<file path="src/rtl/shift_serializer.sv">
// LSB-first parallel-to-serial transmitter with a valid/ready word input.
// Bits go out one per clock with s_en as the receiver's shift enable; GAP adds idle cycles between words.
module shift_serializer #(
    parameter int WIDTH = 8,
    parameter int GAP   = 0
) (
    input  logic             clk,
    input  logic             reset,
    input  logic [WIDTH-1:0] d_in,
    input  logic             d_valid,
    output logic             d_ready,
    output logic             s_out,
    output logic             s_en,
    output logic             busy,
    output logic             done
);
    localparam int CW = (WIDTH > 1) ? $clog2(WIDTH) : 1;
    localparam int GW = (GAP > 1) ? $clog2(GAP) : 1;
    localparam logic [CW-1:0] BIT_LAST = CW'(WIDTH - 1);
    localparam logic [GW-1:0] GAP_LAST = GW'((GAP > 0) ? GAP - 1 : 0);
    localparam bit STREAM = (GAP == 0);

    typedef enum logic [1:0] {
        ST_IDLE  = 2'd0,
        ST_SHIFT = 2'd1,
        ST_GAP   = 2'd2
    } state_t;

    state_t           state_reg;
    logic [WIDTH-1:0] shreg_reg;
    logic [CW-1:0]    bitcnt_reg;
    logic [GW-1:0]    gapcnt_reg;
    logic             done_reg;

    logic last_bit;
    logic accept;

    assign last_bit = (state_reg == ST_SHIFT) && (bitcnt_reg == BIT_LAST);

    // Ready looks ahead into the final bit so a streaming word can follow without a bubble.
    assign d_ready = reset && ((state_reg == ST_IDLE) || (STREAM && last_bit));
    assign accept  = d_valid && d_ready;

    assign s_en  = (state_reg == ST_SHIFT);
    assign s_out = s_en && shreg_reg[0];
    assign busy  = (state_reg != ST_IDLE);
    assign done  = done_reg;

    always_ff @(posedge clk or negedge reset) begin
        if (!reset) begin
            state_reg  <= ST_IDLE;
            shreg_reg  <= '0;
            bitcnt_reg <= '0;
            gapcnt_reg <= '0;
            done_reg   <= 1'b0;
        end else begin
            done_reg <= 1'b0;
            case (state_reg)
                ST_IDLE: begin
                    if (accept) begin
                        shreg_reg  <= d_in;
                        bitcnt_reg <= '0;
                        state_reg  <= ST_SHIFT;
                    end
                end
                ST_SHIFT: begin
                    if (last_bit) begin
                        done_reg <= 1'b1;
                        if (accept) begin
                            shreg_reg  <= d_in;
                            bitcnt_reg <= '0;
                        end else begin
                            shreg_reg <= {1'b0, shreg_reg[WIDTH-1:1]};
                            if (!STREAM) begin
                                gapcnt_reg <= '0;
                                state_reg  <= ST_GAP;
                            end else begin
                                state_reg <= ST_IDLE;
                            end
                        end
                    end else begin
                        shreg_reg  <= {1'b0, shreg_reg[WIDTH-1:1]};
                        bitcnt_reg <= bitcnt_reg + 1'b1;
                    end
                end
                ST_GAP: begin
                    if (gapcnt_reg == GAP_LAST) begin
                        state_reg <= ST_IDLE;
                    end else begin
                        gapcnt_reg <= gapcnt_reg + 1'b1;
                    end
                end
                default: state_reg <= ST_IDLE;
            endcase
        end
    end
endmodule
</file>
<file path="config.mk">
export PLATFORM = sky130hd
export DESIGN_NAME = shift_serializer
export DESIGN_NICKNAME = d
export VERILOG_FILES = /design/src/rtl/shift_serializer.sv
export SDC_FILE = /design/constraint.sdc
export NUM_CORES = 1
export LEC_CHECK = 0
export CAP_MARGIN = 20
export CORE_ASPECT_RATIO = 0.8
export CORE_UTILIZATION = 43
export DETAILED_ROUTE_END_ITERATION = 10
export GPL_TIMING_DRIVEN = 0
export MAX_ROUTING_LAYER = met4
export PLACE_DENSITY = 0.73
export SYNTH_ARGS = -nofsm -noshare
export SYNTH_HDL_FRONTEND = slang
export SYNTH_SLANG_ARGS = --single-unit
</file>
<file path="constraint.sdc">
create_clock -name clk -period 2.1 [get_ports clk]
set_clock_uncertainty 0.2 [all_clocks]
set_input_delay 0.42 -clock clk [delete_from_list [all_inputs] [get_ports clk]]
set_output_delay 0.42 -clock clk [all_outputs]
set_load 0.02 [all_outputs]
</file>
# After elaboration in Yosys (flattened, before gate mapping)
# Index checks and enable logic that the tools add are counted.
# classes
addsub	2
multipliers	0
n_div	0
n_lt_le_gt_ge	0
n_eq_ne	7
shifts	0
n_mux	15
bitwise_logic	0
n_reduce_logical	10
# op_table
cell	count
$mux W8	3
$pmux W8 S2	1
$mux W2	4
$mux W3	2
$ne A2 B2 Y1 const B	3
$pmux W2 S3	1
$pmux W3 S2	1
$logic_and A1 B1 Y1	4
$reduce_and A4 Y1	1
$reduce_bool A2 Y1	2
$add A3 B1 Y3 const B	1
$eq A3 B3 Y1 const B	1
$mux W1	3
$eq A2 B1 Y1 const B	1
$eq A2 B2 Y1 const B	1
$logic_not A2 Y1	1
$ne A2 B1 Y1 const B	1
$reduce_and A2 Y1	1
$add A1 B1 Y1 const B	1
$logic_or A1 B1 Y1	1
# word_totals
register_bits	15
latchBits	0
ram_bits	0
mem_bits_ro	0
input_bits	11
out_inout_bits	5
elab_cells	39
n_memories	0

# Logic depth before layout (Yosys ltp)
# depth
word_depth	8
depth_mapped	8
ltp_nobuf	7

# Least setup slack after synthesis
# Ideal clock, no wire load.
# synth_path
path_kind	flip-flop to flip-flop
from	register bitcnt_reg[0]
to	register shreg_reg[0]
setup_time_ps	123
arrival_ps	1616
path_slack_ps	161
stages_incl_launch_ff	9
path_buffers	1
synth_period_minus_slack_ps	1939
cell_sequence	dfrtp_1 -> ha_1 -> ha_1 -> nand2b_1 -> nand3_1 -> ha_1 -> buf_2 -> nor2b_1 -> a21oi_2
# synth_between
elab_chain_len	8
# synth_lines
item	line	text
start, declared	31	logic [CW-1:0] bitcnt_reg;
start signal, assigned	83	bitcnt_reg <= bitcnt_reg + 1'b1;
$eq A3 B3 Y1 *	38	assign last_bit = (state_reg == ST_SHIFT) && (bitcnt_reg == BIT_LAST);
$logic_and A1 B1 Y1 *	38	
$logic_or A1 B1 Y1	41	assign d_ready = reset && ((state_reg == ST_IDLE) || (STREAM && last_bit));
$logic_and A1 B1 Y1	41	
$logic_and A1 B1 Y1	42	assign accept = d_valid && d_ready;
$mux W8	69	if (accept) begin
$mux W8	67	if (last_bit) begin
$pmux W8 S2	58	case (state_reg)
end signal, assigned	61	shreg_reg <= d_in;
end signal, assigned	70	shreg_reg <= d_in;
end signal, assigned	73	shreg_reg <= {1'b0, shreg_reg[WIDTH-1:1]};
end, declared	30	logic [WIDTH-1:0] shreg_reg;
# Every way passes the cells marked *; elsewhere a longest branch is shown, timed or not.
# A chain may end at the register's enable or synchronous reset.

# Worst setup path after layout
# layout_path
from	register bitcnt_reg[1]
to	output d_ready
# layout_between
elab_chain_len	4
# layout_lines
item	line	text
$eq A3 B3 Y1	38	
$logic_and A1 B1 Y1	38	
$logic_or A1 B1 Y1	41	
$logic_and A1 B1 Y1	41	
end, declared	11	output logic d_ready,
# No other way between the ends.

==> impl_metrics.ini <==
[setup_path]
endpoint_kind = output port
r2r-start = bitcnt_reg[1]$_DFF_PN0_
crit_type = flop to output port
critPathSlowestCell = dfrtp_1
cp.required_ns = 1.48
crit_chain = ha_2, ha_4, nand2b_4, and2_4, buf_6
worst-path-max-fanout = 4
setup.worst_path.start_class = flop
cp_num_buf_inv = 1
setup.worst_path.start = bitcnt_reg[1]$_DFF_PN0_
slowest_delay_ns = 0.39
path_delay_family = flip-flops
critPathArrivalTime_ns = 1.45

[global_routing]
grt_pass1_vias = 546
grt_use_total_pct = 18.56
busiest_layer = met2
grtUsageMet1_pct = 19.33
grt_max_degree = 14
grt_pass1_wl_microns = 2359
met3_usage_pct = 8.235
grt_overflow = 0
grt_use_met2_pct = 30.99
antenna_found_initial = 0

[placement]
dpl_worst_slack_ns = -0.7610
gp_congestion = 0.7359
io_buffers = 15
dp_hpwl_microns = 994.5

[floorplanning]
rows = 13
core_area_sq_um = 1627
fp.dieArea_sq_um = 1897
start_util_pct = 45.62
ios = 16
die_x_microns = 48.44
die_h_microns = 39.16

[routing]
drc = 0
ant_nets = 0
via_per_inst = 5.239
via_count = 571
drt_iter0_drc = 10
dr.pass1.iters = 4
wire_per_inst_microns = 13.52
wl_microns = 1474

[power]
fin_total_pwr_mw = 1.452
sw_frac_of_total_pct = 37.83
p_int_uw = 903.0
p_clk_share_pct = 10.6
seqPwrFrac_pct = 30.8
pwr_density_cell_nw_per_um2 = 1455
cellLeakagePower_nw = 0.4043
peakVddDrop_mv = 0.7519
p_switching_uw = 549.5
comb_power_share_pct = 58.6

[synth]
ys_ff_latch = 13
synth.distinct_cells = 21
ys_seq_area_share_pct = 43.84
synth_warnings = 0
synth_compound_area_share_pct = 29.01
muxShareOfSynthArea_pct = 1.518
synth-simple-area-share_pct = 14.33
yosys.area_share.xor_xnor_pct = 0
synth_area_sq_um = 742.0
syn_nets = 80
syn_inst = 66
synthAdderAreaFrac_pct = 5.059
synth_top_family_by_area = compound AO/OA/AOI/OAI gates
avgSynthCellArea_sq_um = 11.24

[job]
maxCapViolations = 0

[timing]
rsz0062_at_grt = yes
period_share_pct = 98.69
fmax_mhz = 482.5
finalMaxSlewViolations = 0
report.final.hold_viol_count = 0
tightest_slew_ns = 0.5774
fin_hold_ws_ns = 0.2925
setup_ws_ns = 0.02747
final.min_clock_period_ns = 2.073
setup_violations = 0
max_slew_margin_pct = 61.38

[clock_network]
clock_sinks = 13
clock_latency_ns = 0.28
cts_tree = done
cts_buffers = 3
root_buffer = clkbuf_4
path_clk_slew_ns = 0.07
clockBufferDepth = 2
htree_levels = 1

[cells_and_area]
final_cell_mix = dfrtp_1 (12), clkdlybuf4s50_1 (12), o21ai_2 (9)
largest_register_ff_count = 8
antenna_cells = 0
synthToLayoutAreaGrowth_pct = 34.57
final_util_pct = 61.38
drive_gt1_share_pct = 42.53
nets = 102

[hold_path]
hold_class = flop to flop
hp-start = shreg_reg[7]$_DFFE_PN0P_

[run_status]
status = complete, no violations
cells by family (layout without fill, tap and decap cells):
kind of cell	after synthesis	in the layout
AOI/OAI and AO/OA	27	27
adders and majority gates	3	3
muxes	1	1
buffers and inverters	5	26
and+or+nand+nor	17	17
DFF	13	13
Yosys cell counts:
cell	number	area [sq um]
buf_4	1	7.510
a21oi_2	8	70.07
a21oi_1	1	5.000
ha_1	3	37.54
a31oi_1	7	43.79
and2_1	3	18.77
dfrtp_1	13	325.3
and3_1	1	6.260
buf_2	2	10.01
o21ai_2	9	78.83
buf_6	1	11.26
nor2_1	1	3.750
nand2b_1	1	6.260
nand3_1	1	5.000
mux2_2	1	11.26
nor2b_2	1	8.760
nand3_2	1	10.01
nand2_1	1	3.750
nor2b_1	7	43.79
bufinv_8	1	17.52
a22o_1	2	17.52
final cells by class:
class	count	area, sq um
fillers	144	628.1
plain buffers	4	33.78
well taps	22	27.53
inverters	1	17.52
flip-flops and latches	13	326.6
repair buffers	17	168.9
clock buffers	4	26.28
multi-input cells	48	397.9
worst min-delay path, delay by kind of cell, from the launching register on:
| kind | cells | cell delay (ns) |
|---|---|---|
| simple gates | 1 | 0.06 |
| flops | 1 | 0.35 |
| compound gates | 1 | 0.05 |
power by group through the flow:
stage	Clock [mW]	Combinational (mW)	Sequential, mW
3_3_place_gp	0	0.764	0.431
5_1_grt	0.178	0.929	0.460
4_1_cts	0.158	0.790	0.433
2_1_floorplan	0	0.577	0.438
3_5_place_dp	0	0.789	0.437
6_report	0.154	0.852	0.447
through the flow:
step / instances / TNS [ns] / area, sq um
6_report: 109 / 0 / 998.5
5_1_grt: 109 / -0.04363 / 998.5
4_1_cts: 108 / -0.05958 / 958.4
3_5_place_dp: 103 / -5.742 / 919.6
3_3_place_gp: 103 / -5.616 / 919.6
2_1_floorplan: 66 / 0 / 742.0
final timing paths:
| kind | cells past startpoint | slack (ns) | endpoint |
|---|---|---|---|
| setup / recovery | 5 | 0.03 | d_ready |
| setup reg to reg | 8 | 0.16 | shreg_reg[0]$_DFFE_PN0P_ |
| max in group asynchronous | 2 | 0.62 | state_reg[0]$_DFFE_PN0P_ |
| hold reg to reg | 2 | 0.29 | shreg_reg[7]$_DFFE_PN0P_ |
| hold / removal | 2 | 0.29 | shreg_reg[7]$_DFFE_PN0P_ |
| min in group asynchronous | 2 | 0.67 | shreg_reg[1]$_DFFE_PN0P_ |
metal layers:
metal | share of wire [%] | vias up
met1 | 45 | 269
met3 | 4.5 | 6
met2 | 49 | 12
li1 | - | 284
met5 | 0 | -
met4 | 1.4 | 0
repair_timing:
action	4_1_cts	5_1_grt
gates cloned	0	0
hold endpoints to repair	13	0
pin swaps	0	1
hold buffers	1	0
buffers inserted	0	1
setup endpoints to repair	10	8
resized for setup	11	8
Note: power is estimated with default switching activity, not from simulation.
